[src/rtl/mem_access_unit.sv]
// mem_access_unit: MEM-stage data-memory access unit.
// Issues one request/acknowledge bus transaction per aligned load/store,
// steers store bytes onto lanes, extracts and extends load data, stalls the
// pipeline while the access is outstanding and flags misaligned addresses.
//
//   state  | meaning
//   -------+----------------------------------------------------------
//   IDLE   | no access outstanding; aligned access presented starts one
//   BUSY   | dm_req high, waiting for dm_ack
//   DONE   | result valid on mem_o_dmout, pipeline advances this cycle
module mem_access_unit #(
  parameter int ADDR_W = 32
) (
  input  logic              cpu_clk_50M,
  input  logic              cpu_rst,
  input  logic              mem_i_valid,
  input  logic              mem_i_rd,
  input  logic              mem_i_wr,
  input  logic [1:0]        mem_i_size,
  input  logic              mem_i_sext,
  input  logic [ADDR_W-1:0] mem_i_alures,
  input  logic [31:0]       mem_i_dmdin,
  output logic              dm_req,
  output logic              dm_we,
  output logic [ADDR_W-1:0] dm_addr,
  output logic [3:0]        dm_be,
  output logic [31:0]       dm_wdata,
  input  logic              dm_ack,
  input  logic [31:0]       dm_rdata,
  output logic [31:0]       mem_o_dmout,
  output logic              mem_o_stall,
  output logic              mem_o_adel,
  output logic              mem_o_ades
);

  typedef enum logic [1:0] {
    S_IDLE = 2'd0,
    S_BUSY = 2'd1,
    S_DONE = 2'd2
  } state_t;

  state_t r_state;
  state_t w_state_nxt;

  logic              r_req;
  logic              r_we;
  logic [ADDR_W-1:0] r_addr;
  logic [3:0]        r_be;
  logic [31:0]       r_wdata;
  logic [31:0]       r_dmout;
  logic              r_load;
  logic [1:0]        r_size;
  logic              r_sext;
  logic [1:0]        r_off;

  logic              w_access;
  logic              w_misal;
  logic              w_start;
  logic              w_idle;
  logic [3:0]        w_be;
  logic [31:0]       w_wdata;
  logic [7:0]        w_byte;
  logic [15:0]       w_half;
  logic [31:0]       w_ext;

  // rd wins over wr when both are set, so "load" is simply mem_i_rd
  assign w_access = mem_i_valid & (mem_i_rd | mem_i_wr);
  assign w_misal  = ((mem_i_size == 2'd1) & mem_i_alures[0]) |
                    (mem_i_size[1] & (mem_i_alures[1:0] != 2'b00));
  assign w_idle   = (r_state == S_IDLE);
  assign w_start  = w_idle & w_access & ~w_misal;

  // Byte-lane steering of the presented access (loads carry no write data)
  always_comb begin
    w_be    = 4'b1111;
    w_wdata = mem_i_dmdin;
    case (mem_i_size)
      2'd0: begin
        w_be    = 4'b0001 << mem_i_alures[1:0];
        w_wdata = {4{mem_i_dmdin[7:0]}};
      end
      2'd1: begin
        w_be    = mem_i_alures[1] ? 4'b1100 : 4'b0011;
        w_wdata = {2{mem_i_dmdin[15:0]}};
      end
      default: begin
        w_be    = 4'b1111;
        w_wdata = mem_i_dmdin;
      end
    endcase
    if (mem_i_rd) begin
      w_wdata = 32'h0;
    end
  end

  // Lane extraction and extension of bus read data using the latched op info
  always_comb begin
    w_byte = dm_rdata[7:0];
    case (r_off)
      2'd0:    w_byte = dm_rdata[7:0];
      2'd1:    w_byte = dm_rdata[15:8];
      2'd2:    w_byte = dm_rdata[23:16];
      default: w_byte = dm_rdata[31:24];
    endcase
    w_half = r_off[1] ? dm_rdata[31:16] : dm_rdata[15:0];
    case (r_size)
      2'd0:    w_ext = {{24{r_sext & w_byte[7]}}, w_byte};
      2'd1:    w_ext = {{16{r_sext & w_half[15]}}, w_half};
      default: w_ext = dm_rdata;
    endcase
  end

  // State register
  always_ff @(posedge cpu_clk_50M or posedge cpu_rst) begin
    if (cpu_rst) begin
      r_state <= S_IDLE;
    end else begin
      r_state <= w_state_nxt;
    end
  end

  // Next-state logic; DONE never starts a new access since the same
  // instruction is still presented
  always_comb begin
    w_state_nxt = r_state;
    case (r_state)
      S_IDLE:  if (w_start) w_state_nxt = S_BUSY;
      S_BUSY:  if (dm_ack)  w_state_nxt = S_DONE;
      S_DONE:  w_state_nxt = S_IDLE;
      default: w_state_nxt = S_IDLE;
    endcase
  end

  // Bus request registers, latched op info and the load result register
  always_ff @(posedge cpu_clk_50M or posedge cpu_rst) begin
    if (cpu_rst) begin
      r_req   <= 1'b0;
      r_we    <= 1'b0;
      r_addr  <= '0;
      r_be    <= 4'h0;
      r_wdata <= 32'h0;
      r_dmout <= 32'h0;
      r_load  <= 1'b0;
      r_size  <= 2'd0;
      r_sext  <= 1'b0;
      r_off   <= 2'd0;
    end else begin
      case (r_state)
        S_IDLE: begin
          if (w_start) begin
            r_req   <= 1'b1;
            r_we    <= ~mem_i_rd;
            r_addr  <= {mem_i_alures[ADDR_W-1:2], 2'b00};
            r_be    <= w_be;
            r_wdata <= w_wdata;
            r_load  <= mem_i_rd;
            r_size  <= mem_i_size;
            r_sext  <= mem_i_sext;
            r_off   <= mem_i_alures[1:0];
          end
        end
        S_BUSY: begin
          if (dm_ack) begin
            r_req   <= 1'b0;
            r_dmout <= r_load ? w_ext : 32'h0;
          end
        end
        default: ;
      endcase
    end
  end

  assign dm_req      = r_req;
  assign dm_we       = r_we;
  assign dm_addr     = r_addr;
  assign dm_be       = r_be;
  assign dm_wdata    = r_wdata;
  assign mem_o_dmout = r_dmout;

  // Status outputs are forced low while reset is held
  assign mem_o_stall = ~cpu_rst & (w_start | (r_state == S_BUSY));
  assign mem_o_adel  = ~cpu_rst & w_idle & w_access & w_misal & mem_i_rd;
  assign mem_o_ades  = ~cpu_rst & w_idle & w_access & w_misal & ~mem_i_rd;

endmodule

[config.mk]
export PLATFORM = sky130hd
export DESIGN_NAME = mem_access_unit
export DESIGN_NICKNAME = d
export VERILOG_FILES = /design/src/rtl/mem_access_unit.sv
export SDC_FILE = /design/constraint.sdc
export NUM_CORES = 1
export LEC_CHECK = 0
export BUFFER_PORTS_ARGS = -buffer_cell sky130_fd_sc_hd__buf_2
export CORE_UTILIZATION = 44
export DETAILED_ROUTE_END_ITERATION = 8
export PLACE_DENSITY = 0.76
export RECOVER_POWER = 50
export SYNTH_ARGS = -nofsm -noshare
export SYNTH_HDL_FRONTEND = slang
export SYNTH_SLANG_ARGS = --single-unit
[constraint.sdc]
create_clock -name cpu_clk_50M -period 3.05 [get_ports cpu_clk_50M]
set_clock_uncertainty 0.05 [all_clocks]
set_input_delay 0.305 -clock cpu_clk_50M [delete_from_list [all_inputs] [get_ports cpu_clk_50M]]
set_output_delay 0.305 -clock cpu_clk_50M [all_outputs]
set_load 0.01 [all_outputs]
**After elaboration in Yosys (flattened, before gate mapping)**

Index checks and enable logic that the tools add are counted.

- Register bits: 108
- Latch bits: 0
- Bits in writable memories: 0
- ROM bits: 0
- Bits of input ports: 105
- Output and inout port bits: 105
- Word-level logic and storage cells: 62
- Memories: 0

- Add/sub/neg operators: 0
- $mul: 0
- Div/mod/pow operators: 0
- $lt $le $gt $ge: 0
- Equality and inequality tests: 7
- Shifts and indexed selects: 1
- Muxes and demuxes: 14
- Bitwise operators: 19
- Reduce and logical (&&, ||, !) cells: 10

Operator list:

| operator | count |
|---|---|
| case mux 32 bit (2 select lines) | 2 |
| 2-to-1 mux 32 bit | 2 |
| case mux 8 bit (3 select lines) | 1 |
| 2-to-1 mux 16 bit | 1 |
| AND 1 bit | 13 |
| == test 2 x 1 -> 1 bit, second input constant | 4 |
| logical NOT 2 bit | 4 |
| case mux 4 bit (2 select lines) | 1 |
| AND reduction 2 bit | 3 |
| 2-to-1 mux 2 bit | 2 |
| 2-to-1 mux 4 bit | 1 |
| != test 2 bit, second input constant | 2 |
| case mux 2 bit (2 select lines) | 1 |
| nonzero test 2 bit | 2 |
| << shifter 1 x 2 -> 4 bit, first input constant | 1 |
| NOT 1 bit | 3 |
| bitwise OR 1 bit | 3 |
| AND reduction 3 bit | 1 |
| == test 2 bit, second input constant | 1 |
| 2-to-1 mux 1 bit | 2 |
| case mux 1 bit (2 select lines) | 1 |

**Logic depth before layout (Yosys ltp)**

Gate-level depths: netlist (run 1).

- Depth after elaboration: 7
- Mapped depth: 7
- Depth with buffers taken out: 5

**Worst setup path before layout (run 1)**

No wires, ideal clock.

- Path kind: register to output
- From: register r_state[0]
- To: output port mem_o_stall
- Arrival: 1,350 ps
- Data required time: 2,695 ps
- Setup slack: 1,345 ps
- Stages on the path, launching flop included: 7
- Buffers on the path: 2
- Path through: dfrtp_1 > nor2_1 > o211ai_1 > buf_2 > or2_1 > buf_2 > a21oi_1

- Word-level cells in the longest chain between the ends: 5
- Elaborated cells on any way between the ends: 6
- Classes of those cells: 1 x eq/ne; 4 x bitwise; 1 x reduce/logical

RTL lines:

| element | RTL line | text |
|---|---|---|
| from (decl) | 42 | `state_t r_state;` |
| from (signal assigned) | 118 | `r_state <= w_state_nxt;` |
| logical NOT 2 bit | 70 | `assign w_idle = (r_state == S_IDLE);` |
| AND 1 bit (2 in series) | 71 | `assign w_start = w_idle & w_access & ~w_misal;` |
| bitwise OR 1 bit * | 181 | `assign mem_o_stall = ~cpu_rst & (w_start \| (r_state == S_BUSY));` |
| AND 1 bit * | 181 |  |
| to (decl) | 31 | `output logic mem_o_stall,` |

Every way passes the cells marked *; elsewhere a longest branch is shown, timed or not.

**Final worst setup path (run 1)**

Same ends and word-level chain as after synthesis.

==> results of run 1 <==
-- final cells by class --
class | instances | area, um^2 | area share
Clock buffer | 12 | 246.5 | 0.03737
Clock inverter | 4 | 48.80 | 0.007399
Inverter | 8 | 31.28 | 0.004743
Multi-Input combinational cell | 323 | 2333 | 0.3538
Sequential cell | 108 | 2703 | 0.4098
Tap cell | 143 | 178.9 | 0.02713
Timing Repair Buffer | 218 | 1054 | 0.1597
-- flip-flops by register name (all words and copies together), names as in the netlist --
name and flops:
mem_o_dmout 32, dm_we 1, r_state 2, dm_addr 30, dm_wdata 32, r_off 2
dm_be 4, r_sext 1, r_load 1, r_size 2, dm_req 1
-- cell usage after synthesis (all sizes together), types with 2 or more instances --
cell / n / area share
dfrtp: 108 / 0.51
o21ai: 61 / 0.058
nand2: 42 / 0.030
mux2: 36 / 0.077
o31ai: 31 / 0.062
mux2i: 30 / 0.057
buf: 24 / 0.029
clkbuf: 23 / 0.016
a21oi: 21 / 0.020
a22oi: 16 / 0.023
nor2: 14 / 0.011
nand2b: 11 / 0.013
inv: 8 / 0.0057
nor2b: 8 / 0.0094
or3: 7 / 0.0083
a311oi: 6 / 0.0099
nor3: 6 / 0.0057
a211oi: 3 / 0.0052
or2: 3 / 0.0035
a221o: 2 / 0.0038
a221oi: 2 / 0.0033
a22o: 2 / 0.0033
and3b: 2 / 0.0033
and4b: 2 / 0.0038
mux4: 2 / 0.0085
o32ai: 2 / 0.0033
-- per-stage QoR --
stage                 util  instances  total power (W)  instance area [um^2]
CTS                 0.5772        816         0.005185                  6675
floorplan                -        486         0.003248                  5305
global placement    0.5517        800         0.003942                  6380
detailed placement  0.5517        800         0.004018                  6380
finish              0.5703        816         0.005091                  6595
global route        0.5703        816         0.005406                  6595
-- routing by layer --
layer | up-vias | routed length [um] | global-route usage
li1 | 2121 | - | -
met1 | 2305 | 6140 | 0.3046
met5 | - | 0 | 0
met2 | 231 | 7425 | 0.4195
met3 | 19 | 1207 | 0.05335
met4 | 0 | 242 | 0.06847
-- where the power goes --
part           leakage [nW]  total, W  switching (W)  internal (W)
clock network         0.147   0.00116       0.000503      0.000659
logic                  1.65   0.00170       0.000967      0.000729
registers              1.36   0.00223       0.000330       0.00190
-- logic make-up after synthesis --
group                  share of synthesized area
buffers and inverters                    0.05102
AND/OR/NAND/NOR                          0.09613
AO/OA/AOI/OAI                             0.1986
multiplexers                              0.1417
flip-flops                                0.5102
other                                  0.0007079
XOR/XNOR                                0.001654
-- worst max path at each step --
| stage | slack [ns] | end |
|---|---|---|
| floorplan | 1.35 | mem_o_stall |
| global placement | 0.90 | dm_wdata[25] |
| detailed placement | 0.84 | dm_wdata[6] |
| CTS | 0.69 | mem_o_stall |
| global route | 0.43 | mem_o_dmout[6] |
| finish | 0.72 | mem_o_stall |
==> run metrics, run 1 <==
status complete, but fails checks; violated checks DRC, capacitance limit, slew limit; routability cong. 0.9221; Layout area overhead 24.49%; hold path start mem_i_alures[11]; Buf/Inv on CP 2; Period minus WS final approximately 2.3 ns; Mapped Area 5298 um^2; Final Hold Fails 0; initial core utilization 0.4581; Fmax 429.3 MHz; Die Area 12480 um^2; Post-Place Worst Slack 0.8381 ns; hold_ws roughly 0.13 ns; Die Y 111.7 um; cts bufs inserted 9; post-route ant nets 0; Cells after Synth 485; residual overflow from global routing 0; htree depth 3; DRC 19; total wire length 15020 um; CTS Sinks 108; Hold Path Depth 2; Yosys Warn Count 0; Antenna diodes 0; Hold Path End dm_addr[11]; post_cts resized 0; setup TNS 0 ns; commonest non-fill, non-tap cell in the layout buf_2; Worst-path clk slew approximately 0.070 ns; largest net degree at the start of global routing 74; register area share after synthesis 0.5102; initial antenna violation count 0; Leak Pwr roughly 3.2 nW; Slowest cell on crit path dfrtp_1; max cap viols 1; WL/cell 18.40 um; WP data required 2.69 ns; Synth Flop Type dfrtp_1; Stages on worst setup path 6; postcts setup bufs 0; Port Buffers 207; Max Root-Sink Buffers 2; layout cells sized above 1 0.3120; Total Routing Usage GR 0.2424; CP top delay family simple AND/OR/NAND/NOR gates; Worst Path Class, Setup reg2out; via/cell ratio 5.730; Slew @ Worst Pin 1.610 ns; root buffer selected by CTS clkbuf_16; r2r startpoint r_size[1]; kind of end point of the critical path output pin; Mean Syn Cell Area 10.92 um^2; DR vias 4676; CP arrival 1.97 ns; max-slew violation count 37; number of synthesized flops with an enable pin 0; r2r worst-path depth 3; fraction of registers with async set/reset 1.000; commonest cells after routing, fill and taps aside buf_2, dfrtp_1, clkbuf_1; reg2reg setup slack between 0.8 and 0.9 ns; crit-path cells nor2_1 > o211ai_1 > buf_4 > or2_1 > a21oi_1 > buf_2; Worst path max stage delay 0.39 ns; CP startpoint r_state[0]; num rows 39; min-delay worst type in2reg; Clk Latency, worst-skew pair 0.34 ns; number of detailed-route iterations in the first pass 7; RSZ-0062 raised after global routing no; Core ar. 11560 um^2; die width 111.7 um; Final WS setup 0.7204 ns; Filler cells 1060; count of cell types in the netlist 49; Detailed Place HPWL 10930 um; maximum vdd drop 0.2926 mV; Layout Nets 773; DRC violation total after the first TritonRoute iteration 420; setup violators final 0; cts-stage hold buffer count 0; number of global-route vias before repair 4646; I/O Pins 210; final period utilization 0.7638; CTS tree yes; synthesized flop and latch total 108; PD cells approximately 770 nW/um^2; reg2reg end mem_o_dmout[22]; Startpoint Class flop; relative slew slack -0.07923; crit-path max FO 13; first-pass GRT wire length approximately 24000 um
Power figures use the tool's default switching activity.
==> inputs of run 2 (changes only) <==
- ABC_AREA: default -> 1
- CORE_UTILIZATION: 44 -> 48
- PLACE_DENSITY: 0.76 -> 0.8
- clock period: 3.05 -> 2.2 ns (I/O delays scaled with it)
==> run 2 against run 1 <==
Effect of this change: the run now ends clean; clock-buffer cell count fell by 3; first-iteration DRC count decreased by 10%; hold slack got worse by 0.11 ns; area after synthesis fell by 3.8%; wire length fell by 4.2%.
==> run metrics, run 2 <==
min-delay worst type in2reg; share of the synthesized area in the top cell type 0.5302 (+0.02004); Die Area 11040 um^2 (-12%); Post-Place Worst Slack 0.3372 ns (-0.5009 ns); Die Y 105.1 um (-6.0%); top-count cell post-synth nand2_1; part of the power in registers 0.454 (+0.015); Worst Path Class, Setup reg2out; htree depth 3 (unchanged); Layout Cells excl Fill 1013 (+24%); area leader, netlist dfrtp_1; fraction of registers with async set/reset 1.000 (unchanged); RSZ-0062 raised after global routing no; Leak Pwr 3.703 nW (+17%); I/O Pins 210 (unchanged); Layout area overhead 30.58%; Mean Syn Cell Area 7.866 um^2 (-28%); synthesized flop and latch total 108 (unchanged); die width 105.1 um (-6.0%); DRC 0 (-19); post-route ant nets 0 (unchanged); register area share after synthesis 0.5302 (+0.02004); final period utilization 0.9558; number of global-route vias before repair 4786 (+3.0%); Slew @ Worst Pin 1.451 ns (-0.1587 ns); Mapped Area 5097 um^2 (-3.8%); Worst-path clk slew 0.10 ns (+0.03 ns); top post-synthesis cells by count nand2_1, dfrtp_1, nor2_1, o21ai_0, inv_1; initial antenna violation count 0 (unchanged); CTS tree yes; DRC violation total after the first TritonRoute iteration 377 (-10%); Filler cells 934 (-12%); initial core utilization 0.4938 (+0.03568); clock share of power 0.190 (-0.038); Port Buffers 207 (unchanged); num rows 37 (-5.1%); Switching Share 0.3874 (+0.03390); Total Routing Usage GR 0.2669 (+0.02443); PD cells 998.3 nW/um^2 (+29%); Period minus WS final 2.103 ns; Yosys Warn Count 0 (unchanged); layout cells sized above 1 0.2452 (-0.06688); max-slew violation count 0 (-100%); Clk Latency, worst-skew pair 0.36 ns (+0.02 ns); relative slew slack 0.03245 (+0.1117); commonest cells after routing, fill and taps aside nand2_1, buf_2, dfrtp_1; cts bufs inserted 9 (unchanged); WP data required 1.93 ns (-0.76 ns); Max Root-Sink Buffers 2 (unchanged); Fmax 475.6 MHz; crit-path max FO 21 (+8); routability cong. 0.8702 (-5.6%); count of cell types in the netlist 28 (-43%); Layout Nets 977 (+26%); Logic pwr share 0.356 (+0.023); number of detailed-route iterations in the first pass 5 (-2); WL/cell 14.20 um (-23%); Cells after Synth 648 (+34%); DP Cell Count 967 (+21%); status finished clean; number of synthesized flops with an enable pin 0 (unchanged); Core ar. 10320 um^2 (-11%); top post-synthesis cells by area dfrtp_1, nand2_1, nor2_1; Final WS setup 0.09732 ns (-0.6230 ns); Detailed Place HPWL 10020 um (-8.3%); CTS Sinks 108 (unchanged); NetSw 0.002575 W (+43%); post_cts resized 0 (unchanged); CP arrival 1.83 ns (-0.14 ns); setup TNS 0 ns (unchanged); Synth Flop Type dfrtp_1; Antenna diodes 0 (unchanged); Startpoint Class flop; cell internal pwr 0.004071 W (+24%); Final Hold Fails 0 (unchanged); DR vias 5114 (+9.4%); max cap viols 0 (-1); largest net degree at the start of global routing 109 (+47%); residual overflow from global routing 0 (unchanged); commonest non-fill, non-tap cell in the layout nand2_1; root buffer selected by CTS clkbuf_8; first-pass GRT wire length 23240 um (-2.3%); setup violators final 0 (unchanged); maximum vdd drop 0.5053 mV (+73%); via/cell ratio 5.048 (-12%); kind of end point of the critical path output pin; total wire length 14380 um (-4.2%)
## run 2: path summary, 6_finish.rpt
| check | start | end | slack (ns) | cells after the start |
|---|---|---|---|---|
| max | r_state[0] | mem_o_stall | 0.1 | 7 |
| min | dm_ack | r_state[0] | 0.02 | 2 |
| max reg2reg | r_state[0] | dm_be[0] | 0.29 | 7 |
| min reg2reg | mem_o_dmout[2] | mem_o_dmout[2] | 0.44 | 2 |
| max in group asynchronous | cpu_rst | mem_o_dmout[28] | 0.78 | 3 |
| min in group asynchronous | cpu_rst | dm_addr[29] | 0.45 | 3 |
## run 2: layout make-up
type	instances	area, um^2	area share
Inverter	35	132.6	0.01992
Clock buffer	9	123.9	0.01861
Timing Repair Buffer	247	1359	0.2041
Clock inverter	7	82.58	0.01241
Sequential cell	108	2703	0.4060
Multi-Input combinational cell	471	2086	0.3133
Tap cell	136	170.2	0.02556
## run 2: logic make-up (layout without fill, tap and decap cells)
family / after synthesis / count (layout) / share of synthesized area
AOI/OAI and AO/OA: 101 / 101 / 0.1257
buffers and inverters: 70 / 298 / 0.06136
DFF: 108 / 108 / 0.5302
muxes: 1 / 1 / 0.001964
other: 1 / 2 / 0.0007357
and+or+nand+nor: 367 / 367 / 0.2801
## run 2: critical path: stages, from the launching register on
cell and delay (ns):
dfrtp_1 0.41, nor2_1 0.12, nand2_1 0.08, nor2_2 0.16, nand2_4 0.17, buf_4 0.25, a21oi_1 0.14, buf_2 0.14
## run 2: timing repair
item	4_1_cts	5_1_grt
buffers inserted	0	0
hold buffers	29	1
hold endpoints to repair	29	1
## run 2: per-layer routing
metal	up-vias	GRT usage	routed length, um
li1	2484	-	-
met1	2345	0.3562	6170
met2	263	0.4281	6722
met3	22	0.05864	1193
met4	0	0.09759	297
met5	-	0	0
## run 2: power by group through the flow
stage                     clock, W  combinational [W]  sequential [W]
after global routing       0.00138            0.00265         0.00309
after CTS                  0.00129            0.00247         0.00300
after floorplan                  0            0.00114         0.00329
after global placement           0            0.00237         0.00303
final                      0.00126            0.00237         0.00302
after detailed placement         0            0.00243         0.00302
## run 2: through the flow
stage / hold slack [ns] / cell area, um^2 / total power, W / util
detailed placement: 0.3695 / 6230 / 0.005456 / 0.6034
CTS: 0.002103 / 6726 / 0.006763 / 0.6516
floorplan: 0.2773 / 5105 / 0.004432 / -
finish: 0.01672 / 6656 / 0.006645 / 0.6448
global route: 0.007539 / 6656 / 0.007118 / 0.6448
global placement: 0.3646 / 6230 / 0.005397 / 0.6034
